`src/rtl/dcache_tag_ctrl.sv`:
```
// Tag SRAM front-end: clears all sets after reset, then lookups answer 2 cycles after acceptance.
// Responses stall via a one-entry skid; optional DCACHE_TAG_FLUSH_EN adds flush_req/flush_done.
`timescale 1ns/1ps
module dcache_tag_ctrl #(
  parameter int ADDR_WIDTH   = 32,
  parameter int OFFSET_WIDTH = 5,
  parameter int INDEX_WIDTH  = 4,
  parameter int SRAM_WIDTH   = 24
) (
  input  logic                    clk,
  input  logic                    rst_n,
  input  logic                    req_valid,
  output logic                    req_ready,
  input  logic                    req_write,
  input  logic [ADDR_WIDTH-1:0]   req_addr,
  input  logic                    req_vbit,
  output logic                    resp_valid,
  input  logic                    resp_ready,
  output logic                    resp_hit,
  output logic [SRAM_WIDTH-2:0]   resp_tag,
  output logic                    resp_vbit,
  output logic                    sram_csb,
  output logic                    sram_web,
  output logic [INDEX_WIDTH-1:0]  sram_addr,
  output logic [SRAM_WIDTH-1:0]   sram_din,
  input  logic [SRAM_WIDTH-1:0]   sram_dout
`ifdef DCACHE_TAG_FLUSH_EN
  ,
  input  logic                    flush_req,
  output logic                    flush_done
`endif
);

  localparam int TAG_W   = SRAM_WIDTH - 1;
  localparam int TAG_LSB = OFFSET_WIDTH + INDEX_WIDTH;

  localparam logic [0:0] ST_INIT = 1'b0;
  localparam logic [0:0] ST_RUN  = 1'b1;

  typedef struct packed {
    logic             hit;
    logic [TAG_W-1:0] tag;
    logic             vbit;
  } resp_t;

  logic [0:0]             state;
  logic [INDEX_WIDTH-1:0] cnt;
  logic                   init_active;

  logic [TAG_W-1:0]       req_tag;
  logic [INDEX_WIDTH-1:0] req_idx;
  logic                   accept;
  logic                   resp_free;
  logic                   req_block;
  logic                   flush_go;

  logic                   s1_vld;
  logic [TAG_W-1:0]       s1_tag;
  resp_t                  s1_res;
  logic                   skid_vld;
  resp_t                  skid_dat;
  logic                   resp_vld;
  resp_t                  resp_dat;

  logic                   unused_offset;

  assign req_tag       = req_addr[ADDR_WIDTH-1:TAG_LSB];
  assign req_idx       = req_addr[TAG_LSB-1:OFFSET_WIDTH];
  assign unused_offset = ^req_addr[OFFSET_WIDTH-1:0];

  assign init_active = (state == ST_INIT);
  assign resp_free   = !resp_vld || resp_ready;
  assign req_ready   = (state == ST_RUN) && !req_block && !skid_vld && resp_free;
  assign accept      = req_valid && req_ready;

`ifdef DCACHE_TAG_FLUSH_EN
  logic flush_pend;
  logic flush_want;

  // New requests are held off while a flush waits, so the pipeline is guaranteed to empty.
  assign flush_want = flush_pend || flush_req;
  assign req_block  = flush_want;
  assign flush_go   = (state == ST_RUN) && flush_want && !s1_vld && !skid_vld && !resp_vld;

  always_ff @(posedge clk or negedge rst_n) begin
    if (!rst_n) begin
      flush_pend <= 1'b0;
      flush_done <= 1'b0;
    end else begin
      flush_done <= init_active && (cnt == '1);
      if (flush_go)
        flush_pend <= 1'b0;
      else if ((state == ST_RUN) && flush_req)
        flush_pend <= 1'b1;
    end
  end
`else
  assign req_block = 1'b0;
  assign flush_go  = 1'b0;
`endif

  // Pins are combinational so the macro samples the request on its acceptance edge.
  always_comb begin
    sram_csb  = 1'b1;
    sram_web  = 1'b1;
    sram_addr = '0;
    sram_din  = '0;
    if (rst_n) begin
      if (init_active) begin
        sram_csb  = 1'b0;
        sram_web  = 1'b0;
        sram_addr = cnt;
      end else if (accept) begin
        sram_csb  = 1'b0;
        sram_web  = !req_write;
        sram_addr = req_idx;
        sram_din  = {req_vbit, req_tag};
      end
    end
  end

  always_ff @(posedge clk or negedge rst_n) begin
    if (!rst_n) begin
      state <= ST_INIT;
      cnt   <= '0;
    end else begin
      case (state)
        ST_INIT: begin
          cnt <= cnt + 1'b1;
          if (cnt == '1)
            state <= ST_RUN;
        end
        default: begin
          if (flush_go) begin
            state <= ST_INIT;
            cnt   <= '0;
          end
        end
      endcase
    end
  end

  always_comb begin
    s1_res.vbit = sram_dout[SRAM_WIDTH-1];
    s1_res.tag  = sram_dout[TAG_W-1:0];
    s1_res.hit  = sram_dout[SRAM_WIDTH-1] && (sram_dout[TAG_W-1:0] == s1_tag);
  end

  // s1 and skid are never both occupied: a skid load implies no acceptance on that edge.
  always_ff @(posedge clk or negedge rst_n) begin
    if (!rst_n) begin
      s1_vld   <= 1'b0;
      s1_tag   <= '0;
      skid_vld <= 1'b0;
      skid_dat <= '0;
      resp_vld <= 1'b0;
      resp_dat <= '0;
    end else begin
      s1_vld <= accept && !req_write;
      if (accept && !req_write)
        s1_tag <= req_tag;

      if (resp_free) begin
        if (skid_vld) begin
          resp_vld <= 1'b1;
          resp_dat <= skid_dat;
          skid_vld <= s1_vld;
          if (s1_vld)
            skid_dat <= s1_res;
        end else if (s1_vld) begin
          resp_vld <= 1'b1;
          resp_dat <= s1_res;
        end else begin
          resp_vld <= 1'b0;
        end
      end else if (s1_vld) begin
        skid_vld <= 1'b1;
        skid_dat <= s1_res;
      end
    end
  end

  assign resp_valid = resp_vld;
  assign resp_hit   = resp_dat.hit;
  assign resp_tag   = resp_dat.tag;
  assign resp_vbit  = resp_dat.vbit;

endmodule
```
`config.mk`:
```
export PLATFORM = sky130hd
export DESIGN_NAME = dcache_tag_ctrl
export DESIGN_NICKNAME = d
export VERILOG_FILES = /design/src/rtl/dcache_tag_ctrl.sv
export SDC_FILE = /design/constraint.sdc
export NUM_CORES = 1
export LEC_CHECK = 0
export CAP_MARGIN = 25
export CORE_ASPECT_RATIO = 0.9
export CORE_MARGIN = 2
export CORE_UTILIZATION = 33
export DETAILED_ROUTE_END_ITERATION = 12
export HOLD_SLACK_MARGIN = 0.03
export PLACE_DENSITY = 0.68
export SYNTH_ARGS = -nofsm -noshare
export SYNTH_HDL_FRONTEND = slang
export SYNTH_SLANG_ARGS = --single-unit
```
`constraint.sdc`:
```
create_clock -name clk -period 2.2 [get_ports clk]
set_clock_uncertainty 0.05 [all_clocks]
set_input_delay 0.33 -clock clk [delete_from_list [all_inputs] [get_ports clk]]
set_output_delay 0.33 -clock clk [all_outputs]
set_load 0.005 [all_outputs]
```
==> results.md, run 1 <==
- CP Data Arrival Time: 1.86 ns
- CTS tree: yes
- EDFF count, synth: 0
- Fin nets: 502
- Die footprint: 12200 um^2
- Placed instance area: 5152 um^2
- Synth top area share: 54.20%
- Synthesized area: 3740 um^2
- Core area: 10950 um^2
- GR Util All Layers: 16.35%
- MaxCap Viol Count: 0
- Endpoints failing setup: 6
- Switching Share: 26.39%
- Asr flop ratio synth: 100.0%
- Routed Antenna Nets: 0
- Leakage: 2.348 nW
- Ranking of synthesized cells by area: dfrtp_1 54%, mux2_2 8.7%, mux2i_1 6.7%, mux2_1 5.7%, xnor2_1 4.2%
- PortBufs: 113
- Flop pwr share: 43.5%
- Mapped Nets: 364
- Buf+Inv Stages, Crit Path: 4
- CTS Buffer Depth: 2
- Initial Util: 34.17%
- P per Cell Area: 899.3 nW/um^2
- Worst setup SP type: flop
- Final WL: 9.345 mm
- Maximum VDD drop: 0.3734 mV
- Comb pwr share: 27.1%
- CP max-delay cell: dfrtp_1
- CP endpoint kind: output port
- Crit Path Max Fanout: 5
- Num Clock Sinks: 81
- Syn-to-layout area delta: 47.84%
- Fraction of layout cells with a size suffix above 1: 27.48%
- Highest cell delay on the worst timing path: 0.39 ns
- Largest net degree at the start of global routing: 56
- Fin crit share: 101.9%
- Ys flop type: dfrtp_1
- CTS root buf: clkbuf_16
- Die Y: 105.0 um
- Register area share after synthesis: 54.20%
- Ys Warns: 0
- TritonCTS buffer count: 9
- Total gr overflow: 0
- RePlAce Congestion: 0.7592
- Sw power: 0.001312 W
- H-tree depth: 3
- Site Rows: 36
- Total Neg Setup Slack: -0.1350 ns
- Crit path max-delay family: simple AND/OR/NAND/NOR gates
- Number of global-route vias before repair: 2893
- Cells after Synth: 301
- Diodes inserted: 0
- Boundary Pins: 119
- Post-detail-place hpwl: 6.601 mm
- CP cell instances: nor2b_4 > nor3b_2 > and3_4 > buf_8 > buf_6 > buf_6 > a22o_1 > buf_2
- Total number of vias: 2758
- First drt pass iteration count: 4
- Least-Margin Pin Slew: 0.6978 ns
- Internal Power: 0.003660 W
- Vias/cell: 4.628
- Clk_lat worst skew: 0.33 ns
- DR DRC count: 0
- Initial antenna violation count: 0
- Final hold vios: 0
- Final setup margin: -0.04099 ns
- Die width: 116.2 um
- FMAX: 0.4462 GHz
- Worst slew margin: 53.48%
- Number of synthesized register bits: 81
- Clock power share: 29.4%
- RSZ-0062 raised after global routing: yes
- Post-layout min period: 2.241 ns
- Most used cell, CP: buf_6
- Reg2Reg Depth: 7
- Most frequent cells in the layout: 80 x dfrtp_1, 80 x clkdlybuf4s50_1, 29 x mux2_2
- Design area: 5529 um^2
- Initial DRC Count: 108
- WP data required: 1.82 ns
- WL/cell: 15.68 um
- First-pass GRT wire length: 15.11 mm
- Biggest area consumer among synthesized cells: dfrtp_1
- Worst min path class: in -> async
- Crit Path Category: reg -> out
- Crit path depth: 8
- Failing checks: negative setup slack
- Worst-path clk slew: 0.06 ns
- Status: finished with violations
- Unique masters post-synth: 33
- Syn avg cell area: 12.42 um^2
- Count of final max-slew check failures: 0
[kinds of logic (layout without fill, tap and decap cells)]
group                      Yosys count  count (layout)  share of synthesized area, %
adders and majority gates            2               2                        0.6022
muxes                               73              73                         21.14
AOI/OAI and AO/OA                   33              33                         5.152
DFF                                 81              81                         54.20
and+or+nand+nor                     70              70                         10.47
buffers and inverters               16             159                         2.342
xor gates and xnor gates            26              26                         6.089
[power by group through the flow]
stage | combinational, W | sequential, W | clock, W
after detailed placement | 0.00133 | 0.00220 | 0
after CTS | 0.00139 | 0.00217 | 0.00150
after global placement | 0.00130 | 0.00217 | 0
after global routing | 0.00148 | 0.00223 | 0.00157
after floorplan | 0.000619 | 0.00216 | 0
final | 0.00135 | 0.00217 | 0.00146
[worst paths after layout]
check | slack [ns] | to | start
min in group clk | 0.43 | skid_dat[24]$_DFFE_PN0P_ | skid_dat[24]$_DFFE_PN0P_
max in group asynchronous | 1.21 | skid_dat[5]$_DFFE_PN0P_ | rst_n
hold reg to reg | 0.43 | skid_dat[24]$_DFFE_PN0P_ | skid_dat[24]$_DFFE_PN0P_
hold / removal | 0.14 | resp_tag[19]$_DFFE_PN0P_ | rst_n
setup reg to reg | 0.33 | s1_tag[5]$_DFFE_PN0P_ | resp_valid$_DFFE_PN0N_
setup / recovery | -0.04 | sram_addr[0] | resp_valid$_DFFE_PN0N_
[registers in the layout, summed over array words and instances, names as in the netlist, 4 cells and up]
| signal | count |
|---|---|
| skid_dat | 25 |
| resp_tag | 23 |
| s1_tag | 23 |
| cnt | 4 |
[per-stage QoR]
step / hold slack, ns / power [W] / util (%) / worst slack [ns] / cells
floorplan: -0.01559 / 0.002775 / - / 0.5270 / 301
finish: 0.1405 / 0.004972 / 50.51 / -0.04099 / 596
global route: 0.2157 / 0.005279 / 50.51 / -0.1168 / 596
detailed placement: 0.3649 / 0.003525 / 47.07 / -0.3597 / 567
global placement: 0.3519 / 0.003472 / 47.07 / -0.3148 / 567
CTS: 0.1719 / 0.005060 / 50.80 / -0.07007 / 599
[Yosys cell counts (all sizes together) (4+ instances only)]
library cell	number
dfrtp	81
xor2	8
xnor2	18
nand4	4
nor2	27
mux2i	25
a21oi	25
buf	11
and2	25
a22o	4
clkbuf	5
mux2	48
[per-layer routing]
layer	part of all wire, %	vias to the layer above	GRT usage, %
met5	0	-	0
met4	1.5	0	5.612
met3	4.2	11	3.422
met2	48	72	26.07
met1	47	1363	22.03
li1	-	1312	-
[cell type report]
| type | count | area, um^2 |
|---|---|---|
| fill | 1005 | 5416 |
| sequential | 81 | 2028 |
| multi-input combinational | 204 | 1673 |
| timing repair buffer | 143 | 1349 |
| clock buffer | 11 | 232.7 |
| tap | 152 | 190.2 |
| clock inverter | 5 | 56.30 |
[repair_timing]
item	in CTS	in global routing
setup buffers	13	1
gates resized for setup	135	21
setup endpoints to repair	30	31
pin swaps	12	3
cloned	2	0
hold buffers	1	0
endpoints found under the hold margin	26	0
Power figures use the tool's default switching activity.
==> run 2: changes to the inputs <==
--- a/config.mk
+++ b/config.mk
@@ -6,7 +6,7 @@
 export NUM_CORES = 1
 export LEC_CHECK = 0
 export CAP_MARGIN = 25
-export CORE_ASPECT_RATIO = 0.9
+export CORE_ASPECT_RATIO = 1.2
 export CORE_MARGIN = 2
 export CORE_UTILIZATION = 33
 export DETAILED_ROUTE_END_ITERATION = 12
==> results.md, run 2 (synthesized netlist as in run 1, its figures left out) <==
- Leakage: 2.389 nW
- Post-route non-filler standard cell count: 577
- CP Data Arrival Time: 1.85 ns
- Num Clock Sinks: 81
- WP data required: 1.82 ns
- Buf+Inv Stages, Crit Path: 4
- Most frequent cells in the layout: 81 x clkdlybuf4s50_1, 80 x dfrtp_1, 29 x mux2_2
- H-tree depth: 3
- Top Usage Layer GRT: met2
- Fraction of layout cells with a size suffix above 1: 29.66%
- Worst-path clk slew: 0.06 ns
- Endpoints failing setup: 10
- Core area: 11040 um^2
- Least-Margin Pin Slew: 0.6124 ns
- Failing checks: negative setup slack
- Most used cell, CP: buf_12
- Highest cell delay on the worst timing path: 0.38 ns
- Vias/cell: 4.839
- GRT met2 Usage: 28.39%
- Post-detail-place hpwl: 6.706 mm
- WL/cell: 16.89 um
- Reg2Reg Setup Slack: 0.40 ns
- CTS tree: yes
- M3 GR Usage: 2.717%
- Reg-to-Reg End: s1_tag[5]$_DFFE_PN0P_
- Crit path max-delay family: simple AND/OR/NAND/NOR gates
- Boundary Pins: 119
- Max reg flops: 25
- End of the critical path: sram_din[22]
- Diodes inserted: 0
- Worst slew margin: 59.17%
- FMAX: 0.4487 GHz
- Status: finished with violations
- Post-layout min period: 2.229 ns
- Placed Cells: 546
- CP cell instances: nor2b_4 > nor3b_2 > and3_4 > buf_12 > buf_12 > buf_16 > and2_4 > buf_6
- CP max-delay cell: dfrtp_1
- Clk_lat worst skew: 0.32 ns
- Initial DRC Count: 61
- DR DRC count: 0
- Die width: 101.2 um
- Total gr overflow: 0
- Hold_ws: 0.04149 ns
- Fin nets: 503
- R2R Path Start: resp_valid$_DFFE_PN0N_
- First-pass GRT wire length: 16.24 mm
- Number of global-route vias before repair: 3057
- RSZ-0062 raised after global routing: yes
- Storage element area: 2028 um^2
- Final core occ: 51.29%
- CP endpoint kind: output port
- Crit. Startpoint: resp_valid$_DFFE_PN0N_
- Total number of vias: 2792
- CTS Buffer Depth: 2
- Crit path depth: 8
- MaxCap Viol Count: 0
- Fin crit share: 101.3%
- Initial antenna violation count: 0
- Site Rows: 42
- Most common cell after layout, fill and taps aside: clkdlybuf4s50_1
- Die footprint: 12200 um^2
- Worst min path class: in -> async
- Maximum VDD drop: 0.4447 mV
- CTS root buf: clkbuf_16
- TritonCTS buffer count: 9
- Area occupied by multi-input gates: 1688 um^2
- Final setup margin: -0.02882 ns
- Count of final max-slew check failures: 0
- Total Neg Setup Slack: -0.1719 ns
- RePlAce Congestion: 0.7494
- Met1 Use GR: 23.16%
- Routed Antenna Nets: 0
- Largest net degree at the start of global routing: 48
- P per Cell Area: 902.2 nW/um^2
- PortBufs: 113
- First drt pass iteration count: 4
- Initial Util: 33.89%
- Filler cell count: 990
- Die Y: 120.6 um
- Final hold vios: 0
- Design area: 5660 um^2
- Final WL: 9.745 mm
- Crit Path Category: reg -> out
- Top reg by flops: skid_dat
- GR Util All Layers: 17.31%
- Crit Path Max Fanout: 5
- Syn-to-layout area delta: 51.35%
- Reg2Reg Depth: 6
- Worst setup SP type: flop
- Placed instance area: 5132 um^2
-- run 2: worst register-to-register path, delay by kind of cell, from the launching register on --
kind	cells	cell delay [ns]
mux	1	0.35
buf+inv	2	0.35
simple gates	3	0.56
flops	1	0.38
-- run 2: worst min-delay path by stage --
stage                                    end  slack, ns
CTS                 resp_tag[18]$_DFFE_PN0P_       0.04
global route        skid_dat[19]$_DFFE_PN0P_       0.08
finish              resp_tag[18]$_DFFE_PN0P_       0.04
floorplan                 cnt[0]$_DFFE_PN0N_      -0.02
global placement      s1_tag[15]$_DFFE_PN0P_       0.39
detailed placement  resp_tag[18]$_DFFE_PN0P_       0.38
-- run 2: timing repair --
action	in CTS	in global routing
hold endpoints to repair	0	0
hold buffers	0	0
pin swaps	6	8
gates resized for setup	117	42
setup buffers	12	2
setup endpoints to repair	30	30
gates cloned	4	0
-- run 2: through the flow --
| step | setup slack [ns] | power (W) |
|---|---|---|
| 2_1_floorplan | 0.5270 | 0.002775 |
| 3_3_place_gp | -0.3364 | 0.003476 |
| 3_5_place_dp | -0.3774 | 0.003527 |
| 4_1_cts | -0.1613 | 0.005150 |
| 5_1_grt | -0.1361 | 0.005398 |
| 6_report | -0.02882 | 0.005107 |
-- run 2: layer usage --
metal  vias to the layer above  wire length [um]
met4                         0               170
met2                        75              4970
met3                        13               338
met5                         -                 0
met1                      1378              4266
li1                       1326                 -
-- run 2: area by class of cell --
cell class | count | area share [%]
clock buffers | 11 | 4.465
clock inverters | 5 | 1.127
multi-input cells | 204 | 29.82
flip-flops and latches | 81 | 35.83
well taps | 132 | 2.918
repair buffers | 144 | 25.84
-- run 2: report_power, final --
group / internal, W / switching, W
Sequential: 0.00193 / 0.000238
Clock: 0.000947 / 0.000599
Combinational: 0.000880 / 0.000514
